File: src/rtl/branch_predictor_pkg.sv
// Shared types and constants for the branch target buffer: word width,
// 2-bit direction counter encodings and the soft-clear sweep states.
package branch_predictor_pkg;

    localparam int unsigned WORD = 32;

    typedef enum logic [1:0] {
        SNT = 2'b00,
        WNT = 2'b01,
        WT  = 2'b10,
        ST  = 2'b11
    } cnt_e;

    typedef enum logic {
        S_IDLE  = 1'b0,
        S_SWEEP = 1'b1
    } sweep_state_e;

endpackage

File: src/rtl/branch_predictor_sat_counter2.sv
// Next-state function of a 2-bit saturating direction counter.
module sat_counter2
    import branch_predictor_pkg::*;
(
    input  logic [1:0] cnt_i,
    input  logic       inc_i,
    input  logic       dec_i,
    output logic [1:0] cnt_o
);

    always_comb begin
        cnt_o = cnt_i;
        if (inc_i && !dec_i && (cnt_i != ST)) begin
            cnt_o = cnt_i + 2'd1;
        end else if (dec_i && !inc_i && (cnt_i != SNT)) begin
            cnt_o = cnt_i - 2'd1;
        end
    end

endmodule

File: src/rtl/branch_predictor.sv
// Direct-mapped BTB with 2-bit direction counters, soft-clear sweep FSM
// and branch/mispredict statistics.
module branch_predictor
    import branch_predictor_pkg::*;
#(
    parameter int unsigned ENTRIES = 16,
    parameter int unsigned IDX_W   = $clog2(ENTRIES)
) (
    input  logic        clk,
    input  logic        rstn,
    input  logic [31:0] if_pc,
    output logic        if_pred_taken,
    output logic [31:0] if_pred_target,
    input  logic        ex_is_branch,
    input  logic [31:0] ex_pc,
    input  logic        ex_taken,
    input  logic [31:0] ex_target,
    input  logic        ex_pred_taken,
    input  logic [31:0] ex_pred_target,
    output logic        ex_mispredict,
    input  logic        clear_req,
    output logic        busy,
    output logic [31:0] stat_branches,
    output logic [31:0] stat_mispredicts
);

    localparam int unsigned TAG_W = WORD - IDX_W - 2;

    logic [ENTRIES-1:0] valid_q;
    logic [1:0]         cnt_q [ENTRIES];
    logic [TAG_W-1:0]   tag_q [ENTRIES];
    logic [WORD-1:0]    tgt_q [ENTRIES];

    sweep_state_e       state_q, state_d;
    logic [IDX_W-1:0]   ptr_q, ptr_d;
    logic               sweep_start;
    logic               sweep_clr;

    logic [31:0]        br_cnt_q, br_cnt_d;
    logic [31:0]        mis_cnt_q, mis_cnt_d;

    logic [IDX_W-1:0]   if_idx, ex_idx;
    logic [TAG_W-1:0]   if_tag, ex_tag;
    logic               if_hit, ex_hit;
    logic               upd_en, alloc, train;
    logic [1:0]         ex_cnt_next;

    logic               unused_pc_lsbs;
    assign unused_pc_lsbs = ^{if_pc[1:0], ex_pc[1:0]};

    // Lookup path (IF)
    assign if_idx = if_pc[IDX_W+1:2];
    assign if_tag = if_pc[WORD-1:IDX_W+2];
    assign if_hit = valid_q[if_idx] && (tag_q[if_idx] == if_tag);

    always_comb begin
        if_pred_taken  = if_hit && cnt_q[if_idx][1] && !busy;
        if_pred_target = if_pred_taken ? tgt_q[if_idx] : (if_pc + 32'd4);
    end

    // Resolution path (EX); mispredict is independent of the sweep
    assign ex_idx = ex_pc[IDX_W+1:2];
    assign ex_tag = ex_pc[WORD-1:IDX_W+2];
    assign ex_hit = valid_q[ex_idx] && (tag_q[ex_idx] == ex_tag);

    always_comb begin
        ex_mispredict = ex_is_branch &&
                        ((ex_taken ^ ex_pred_taken) ||
                         (ex_taken && ex_pred_taken && (ex_target != ex_pred_target)));
    end

    // A concurrent clear request wins over the update
    assign upd_en = ex_is_branch && !busy && !clear_req;
    assign alloc  = upd_en && !ex_hit && ex_taken;
    assign train  = upd_en && ex_hit;

    sat_counter2 u_sat_counter2 (
        .cnt_i (cnt_q[ex_idx]),
        .inc_i (ex_taken),
        .dec_i (!ex_taken),
        .cnt_o (ex_cnt_next)
    );

    // Valid bits and counters carry reset; sweep and update never overlap
    always_ff @(posedge clk or negedge rstn) begin
        if (!rstn) begin
            valid_q <= '0;
            for (int unsigned i = 0; i < ENTRIES; i++) begin
                cnt_q[i] <= WNT;
            end
        end else begin
            if (sweep_clr) begin
                valid_q[ptr_q] <= 1'b0;
            end
            if (alloc) begin
                valid_q[ex_idx] <= 1'b1;
                cnt_q[ex_idx]   <= WT;
            end else if (train) begin
                cnt_q[ex_idx] <= ex_cnt_next;
            end
        end
    end

    always_ff @(posedge clk) begin
        if (alloc) begin
            tag_q[ex_idx] <= ex_tag;
            tgt_q[ex_idx] <= ex_target;
        end else if (train && ex_taken) begin
            tgt_q[ex_idx] <= ex_target;
        end
    end

    // Sweep FSM: state register
    always_ff @(posedge clk or negedge rstn) begin
        if (!rstn) begin
            state_q <= S_IDLE;
            ptr_q   <= '0;
        end else begin
            state_q <= state_d;
            ptr_q   <= ptr_d;
        end
    end

    // Sweep FSM: next state
    always_comb begin
        state_d = state_q;
        ptr_d   = ptr_q;
        unique case (state_q)
            S_IDLE: begin
                if (clear_req) begin
                    state_d = S_SWEEP;
                    ptr_d   = '0;
                end
            end
            S_SWEEP: begin
                ptr_d = ptr_q + IDX_W'(1);
                if (ptr_q == IDX_W'(ENTRIES - 1)) begin
                    state_d = S_IDLE;
                end
            end
            default: state_d = S_IDLE;
        endcase
    end

    // Sweep FSM: outputs
    always_comb begin
        busy        = 1'b0;
        sweep_clr   = 1'b0;
        sweep_start = 1'b0;
        unique case (state_q)
            S_IDLE:  sweep_start = clear_req;
            S_SWEEP: begin
                busy      = 1'b1;
                sweep_clr = 1'b1;
            end
            default: ;
        endcase
    end

    // Statistics
    always_comb begin
        br_cnt_d  = br_cnt_q;
        mis_cnt_d = mis_cnt_q;
        if (sweep_start) begin
            br_cnt_d  = '0;
            mis_cnt_d = '0;
        end else if (upd_en) begin
            br_cnt_d = br_cnt_q + 32'd1;
            if (ex_mispredict) begin
                mis_cnt_d = mis_cnt_q + 32'd1;
            end
        end
    end

    always_ff @(posedge clk or negedge rstn) begin
        if (!rstn) begin
            br_cnt_q  <= '0;
            mis_cnt_q <= '0;
        end else begin
            br_cnt_q  <= br_cnt_d;
            mis_cnt_q <= mis_cnt_d;
        end
    end

    assign stat_branches    = br_cnt_q;
    assign stat_mispredicts = mis_cnt_q;

endmodule

File: config.mk
export PLATFORM = sky130hd
export DESIGN_NAME = branch_predictor
export DESIGN_NICKNAME = d
export VERILOG_FILES = /design/src/rtl/branch_predictor_pkg.sv /design/src/rtl/branch_predictor_sat_counter2.sv /design/src/rtl/branch_predictor.sv
export SDC_FILE = /design/constraint.sdc
export NUM_CORES = 2
export LEC_CHECK = 0
export CORE_MARGIN = 10
export CORE_UTILIZATION = 40
export CTS_BUF_LIST = sky130_fd_sc_hd__clkbuf_4 sky130_fd_sc_hd__clkbuf_8 sky130_fd_sc_hd__clkbuf_16
export DETAILED_ROUTE_END_ITERATION = 8
export GPL_ROUTABILITY_DRIVEN = 0
export PLACE_DENSITY = 0.57
export SETUP_SLACK_MARGIN = 0.4
export SLEW_MARGIN = 20
export SYNTH_ARGS = -nofsm -noshare
export SYNTH_HDL_FRONTEND = slang
export SYNTH_SLANG_ARGS = --single-unit
File: constraint.sdc
create_clock -name clk -period 7.4 [get_ports clk]
set_input_delay 2.22 -clock clk [delete_from_list [all_inputs] [get_ports clk]]
set_output_delay 2.22 -clock clk [all_outputs]
set_load 0.01 [all_outputs]
### Word level (Yosys, flattened, before mapping)

Memories as Yosys holds them, arrays and structs flattened.
Index checks and enable logic that the tools add are counted.

* input bits: 134
* logic and storage cells: 124
* RAM bits: 928
* bits in registers: 117
* memories kept: 2
* output and inout bits: 99

Memory list
* tgt_q: words 16, bits a word 32, rd ports 1, clocked after memory_dff 0, write ports 1, line branch_predictor.sv:32 `logic [WORD-1:0] tgt_q [ENTRIES];`
* tag_q: words 16, bits a word 26, rd ports 2, clocked after memory_dff 0, write ports 1, line branch_predictor.sv:31 `logic [TAG_W-1:0] tag_q [ENTRIES];`

* eq/ne operators: 6
* bitwise operators: 11
* mux-type cells: 42
* add/subtract/negate cells: 6
* order comparisons: 8
* reductions and logical operators: 28

Operators by type and width (count)
* two-way mux 32 bit: 9
* adder 32 x 1 -> 32 bit (second input constant): 2
* equality test 26 bit: 2
* adder 32 x 3 -> 32 bit (second input constant): 1
* AND 16 bit: 2
* bitwise mux 32 bit: 1
* two-way mux 16 bit: 2
* inequality test 32 bit: 1
* inverter 16 bit: 2
* OR 16 bit: 2
* logical AND 1 bit: 18
* binary-select mux 2 bit (select 4 bit): 2
* < comparator 4 x 5 -> 1 bit (second input constant): 3
* two-way mux 2 bit: 7
* two-way mux 1 bit: 13
* greater-or-equal comparator 5 bit (second input constant): 2
* inverter 4 -> 5 bit: 2
* binary-select mux 1 bit (select 4 bit): 2
* demux 1 bit (select 4 bit): 2
* demux 2 bit (select 4 bit): 1
* greater-or-equal comparator 4 x 1 -> 1 bit (second input constant): 2
* case mux 4 bit (2 select lines): 1
* nonzero test 2 bit: 4
* < comparator 5 x 1 -> 1 bit (second input constant): 1
* 13 further kinds: 17

### Logic depth before layout (Yosys ltp)

* word-level depth: 11
* gate-level depth with buffers: 15
* depth with buffers taken out: 9

### Cells and area by module

A second synthesis with hierarchy kept.

* cells, all modules: 2600
* area total of the unflattened synthesis: 47189.0 um2

Modules (own cells, without submodules)
* branch_predictor: area an instance 47087.7 um2, seq. area each 30814.6 um2, instances 1, cells each 2584
* sat_counter2: area an instance 101.3 um2, seq. area each 0.0 um2, instances 1, cells each 16

### Worst setup path after synthesis

Ideal clock, no wire load.

* path type: in2out
* start: in if_pc[2]
* end: out if_pred_target[0]
* required time: 5.180 ns
* data arrival time: 5.156 ns
* stages: 9
* path slack: 0.024 ns
* path buffers: 6
* cell sequence: buf_4 buf_4 buf_4 buf_2 buf_1 buf_1 mux4_2 mux4_2 mux2_2

* cells in the longest elaborated chain, start to end: 7
* elaborated cells between the ends (all ways): 13
* those cells by class: eq/ne (1); mux (6); bitwise (1); reduce/logical (3); memory (2)

RTL lines
* start, declared: line branch_predictor.sv:11 `input logic [31:0] if_pc,`
* parallel branches: the longest is 6 deep, another holds memory read (16 x 26 bit)
* two-way mux 32 bit *: line branch_predictor.sv:58 `if_pred_target = if_pred_taken ? tgt_q[if_idx] : (if_pc + 32'd4);`
* end, declared: line branch_predictor.sv:13 `output logic [31:0] if_pred_target,`

Mark *: on every way between the ends. The select of a mux whose other input is x is not followed.

### Worst setup path after layout

* start: in if_pc[2]
* end: out if_pred_target[15]

Same word-level chain as after synthesis.

==> run_results.csv <==
group,metric,value,unit
setup_path,crit_path_cell_trace,"buf_16 -> buf_12 -> buf_12 -> buf_8 -> mux4_2 -> mux2i_2 -> a21oi_2 -> xor2_2 -> nor4_4 -> buf_4 -> nand4_1 -> nor3_4 -> buf_6 -> buf_12 -> buf_16 -> buf_6 -> mux2_4 -> buf_6",
setup_path,r2r.worst_path.cells,12,
global_route,met3_usage,4.016,%
status,violations,"setup timing",
drt,wl_per_cell,29.92,µm
drt,drc_errors,0,
drt,firstDrtPassIters,8,
die,ios,233,
setup_path,worst_path_max_delay_cell,"mux4_2",
clocking,cts-root-buf,"clkbuf_16",
status,outcome,"finished with violations",
logic_synthesis,netlist.top_cell.by_area,"edfxtp_1",
setup_path,cp_num_buf_inv,10,
timing,clock_skew,0.04784,ns
power,power_switching,3249,µW
clocking,clkLatencyLatePin,0.72,ns
logic_synthesis,synth.avg_cell_area,17.72,µm²
cells_and_area,finalNonFillerCells,4724,
die,die_area,0.1310,mm²
die,die_x,361.9,µm
logic_synthesis,synth-edff-count,928,
die,die_h,361.9,µm
setup_path,crit_path_end_kind,"output pin",
cells_and_area,nFillCells,9536,
setup_path,required,5.18,ns
timing,slew_violations,0,
setup_path,path_class,"input port to output pin",
timing,period_minus_slack,7.885,ns
clocking,htree_num_levels,3,
global_route,grt_max_degree,71,
place,dpl.cell_count,4482,
place,dp_hpwl,88730,µm
global_route,grt_pass1_vias,28780,
die,core_area,0.1160,mm²
logic_synthesis,synth_area,0.04675,mm²
setup_path,cp_max_fo,7,
timing,worstMarginPinSlew,1.107,ns
drt,drt-initial-drc-count,2739,
flow_run,cap_viol_max_count,0,
global_route,grt_pass1_wl,203800,µm
logic_synthesis,yosys.area.top_type_share,59.60,%
cells_and_area,final_nets,3248,
logic_synthesis,synth.area.top_cells,"edfxtp_1 (60%), mux4_2 (17%), dfrtp_1 (5.4%), mux2i_1 (2.5%), xor2_1 (1.7%)",
timing,post-route-period-util,106.6,%
power,power_frac_clock,40.6,%
clocking,cts_made_buffers,110,
global_route,antenna_found_initial,13,
die,row_count,125,
timing,slew_headroom,25.75,%
timing,setup_viol,33,
logic_synthesis,synthesis.nets,2783,
timing,grt_setup_unrepaired,"yes",
place,numPortBuffers,230,
logic_synthesis,ys_warn_count,0,
logic_synthesis,ys_seq_area_share,65.91,%
power,seqPwrFrac,49.0,%
power,p_sw_share,23.85,%
cells_and_area,final_util,49.36,%
logic_synthesis,async_flop_share,11.20,%
power,p_leak,0.01927,µW
drt,avgViaCountPerCell,5.895,
cells_and_area,drive_above_1_share,31.04,%
power,power_density,237.9,mW/mm²
min_path,min_path_type,"register to register",
drt,drt_wl_total,141300,µm
timing,worst_slack,-0.4852,ns
timing,finalHoldViolCount,0,
cells_and_area,register_area,0.03081,mm²
clocking,clock-sinks,1045,
cells_and_area,multi_input_area,0.01553,mm²
timing,fmax,0.1268,GHz
logic_synthesis,netlist_top_cells_count,"edfxtp_1 (928), mux4_2 (350), mux2i_1 (117)",
clocking,cts_hold_buffers,0,
logic_synthesis,yosys.cell_types.count,69,
clocking,cts_tree,"built",
min_path,hold_depth,2,
clocking,clk_pin_slew,0.06,ns
power,internal_power,10370,µW
global_route,met2_usage,33.48,%
setup_path,cpLargestDelayFamily,"buffers and inverters",
power,p_total,13620,µW
power,ir_drop,180.2,µV
power,p_comb_share,10.4,%
logic_synthesis,synth-main-ff-cell,"edfxtp_1",
global_route,track_usage,21.12,%
global_route,grt_busiest_layer,"met2",
logic_synthesis,synthCells,2639,
clocking,clock_path_buffers,3,
setup_path,crit_arrival,5.67,ns
logic_synthesis,ys_seq_elements,1045,
cells_and_area,syn_to_final_growth,22.51,%
setup_path,cp.depth,18,
setup_path,start_kind,"input port",
logic_synthesis,yosysMostFrequentCell,"edfxtp_1",
global_route,use_met1,29.50,%
setup_path,slowest_delay,0.50,ns
global_route,grt_overflow,0,
die,initial_utilization,40.29,%
drt,route.antenna.remaining_nets,0,
drt,vias,27850,
-- worst paths after layout --
path                              from             endpoint  slack [ns]
max                           if_pc[2]   if_pred_target[15]       -0.49
min                          cnt_q[20]            cnt_q[20]        0.49
max reg2reg                tag_q[1][8]         tag_q[8][20]        3.65
min reg2reg                  cnt_q[20]            cnt_q[20]        0.49
max in group asynchronous         rstn    stat_branches[21]        4.47
min in group asynchronous         rstn  stat_mispredicts[9]        1.52
-- cell type report --
class / instances / share of cell area [%]
sequential: 1045 / 53.80
clock inverter: 67 / 1.103
tap: 1524 / 3.329
clock buffer: 137 / 5.265
antenna: 4 / 0.01748
multi-input combinational: 1414 / 27.11
timing repair buffer: 509 / 9.216
inverter: 24 / 0.1573
-- kinds of logic (layout without fill, tap and decap cells) --
| kind of cell | Yosys count | in the layout | share of synthesized area (%) |
|---|---|---|---|
| buffers and inverters | 180 | 737 | 1.903 |
| adders and majority gates | 10 | 10 | 0.2676 |
| muxes | 518 | 518 | 20.59 |
| AOI/OAI and AO/OA | 281 | 281 | 3.784 |
| other | 0 | 4 | 0 |
| xor gates and xnor gates | 147 | 147 | 2.754 |
| and+or+nand+nor | 458 | 458 | 4.793 |
| DFF | 1045 | 1045 | 65.91 |
-- worst reg2reg max path, cell delays in order (launching register included) --
cell and delay (ns):
edfxtp_1 0.38, mux2_2 0.27, o22ai_1 0.16, a221oi_1 0.09, xor2_1 0.29, o41ai_1 0.74
nand4_1 0.20, buf_4 0.22, or2_1 0.27, o21ai_2 0.20, buf_12 0.24, nor3_2 0.14
buf_12 0.24
-- flip-flops by register name (all words and copies together), names as in the netlist --
name and cells:
cnt_q 32, ptr_q 4, stat_branches 32, stat_mispredicts 32, state_q 1, tag_q 416
tgt_q 512, valid_q 16
-- power groups by stage --
stage               clock [µW]  sequential, µW  combinational (µW)
CTS                       5630            6670                1410
global route              5870            6690                1520
finish                    5520            6680                1420
floorplan                    0            6770                 710
detailed placement           0            6790                1380
global placement             0            6780                1350
-- layout by cell type, fill, tap and decap left out, types with 40 or more instances in the layout --
cell             count
edfxtp_1           928
mux4_2             350
buf_4              217
clkdlybuf4s50_1    181
nand2_1            114
mux2i_1            113
clkbuf_16          113
dfrtp_1            101
xor2_1              87
nor2_1              86
o21ai_0             82
a21oi_1             59
xnor2_1             57
nand3_1             54
buf_12              47
buf_6               40
-- per-stage QoR --
step                      hold slack, ns  setup TNS (ns)  setup WS (ns)  instance area (µm²)
final                             0.4915          -13.25        -0.4852                57280
after global placement            0.4669          -48.92         -1.534                52790
after global routing              0.4993          -17.44        -0.6089                57270
after floorplan                   0.4573               0         0.2837                46970
after detailed placement          0.4775          -45.13         -1.420                52810
after CTS                         0.4856          -10.42        -0.3938                57030
-- repair_timing --
action                     CTS  global route
pin swaps                   17             7
gates resized for setup    229            28
setup endpoints to repair   34            33
setup buffers               17             9
cloned                       6             1
-- metal layers --
metal	share of wire [%]	up-vias
li1	-	11670
met1	43	14840
met2	47	1121
met3	7.1	196
met4	2.4	14
met5	0.064	-
Note: power is estimated with default switching activity, not from simulation.
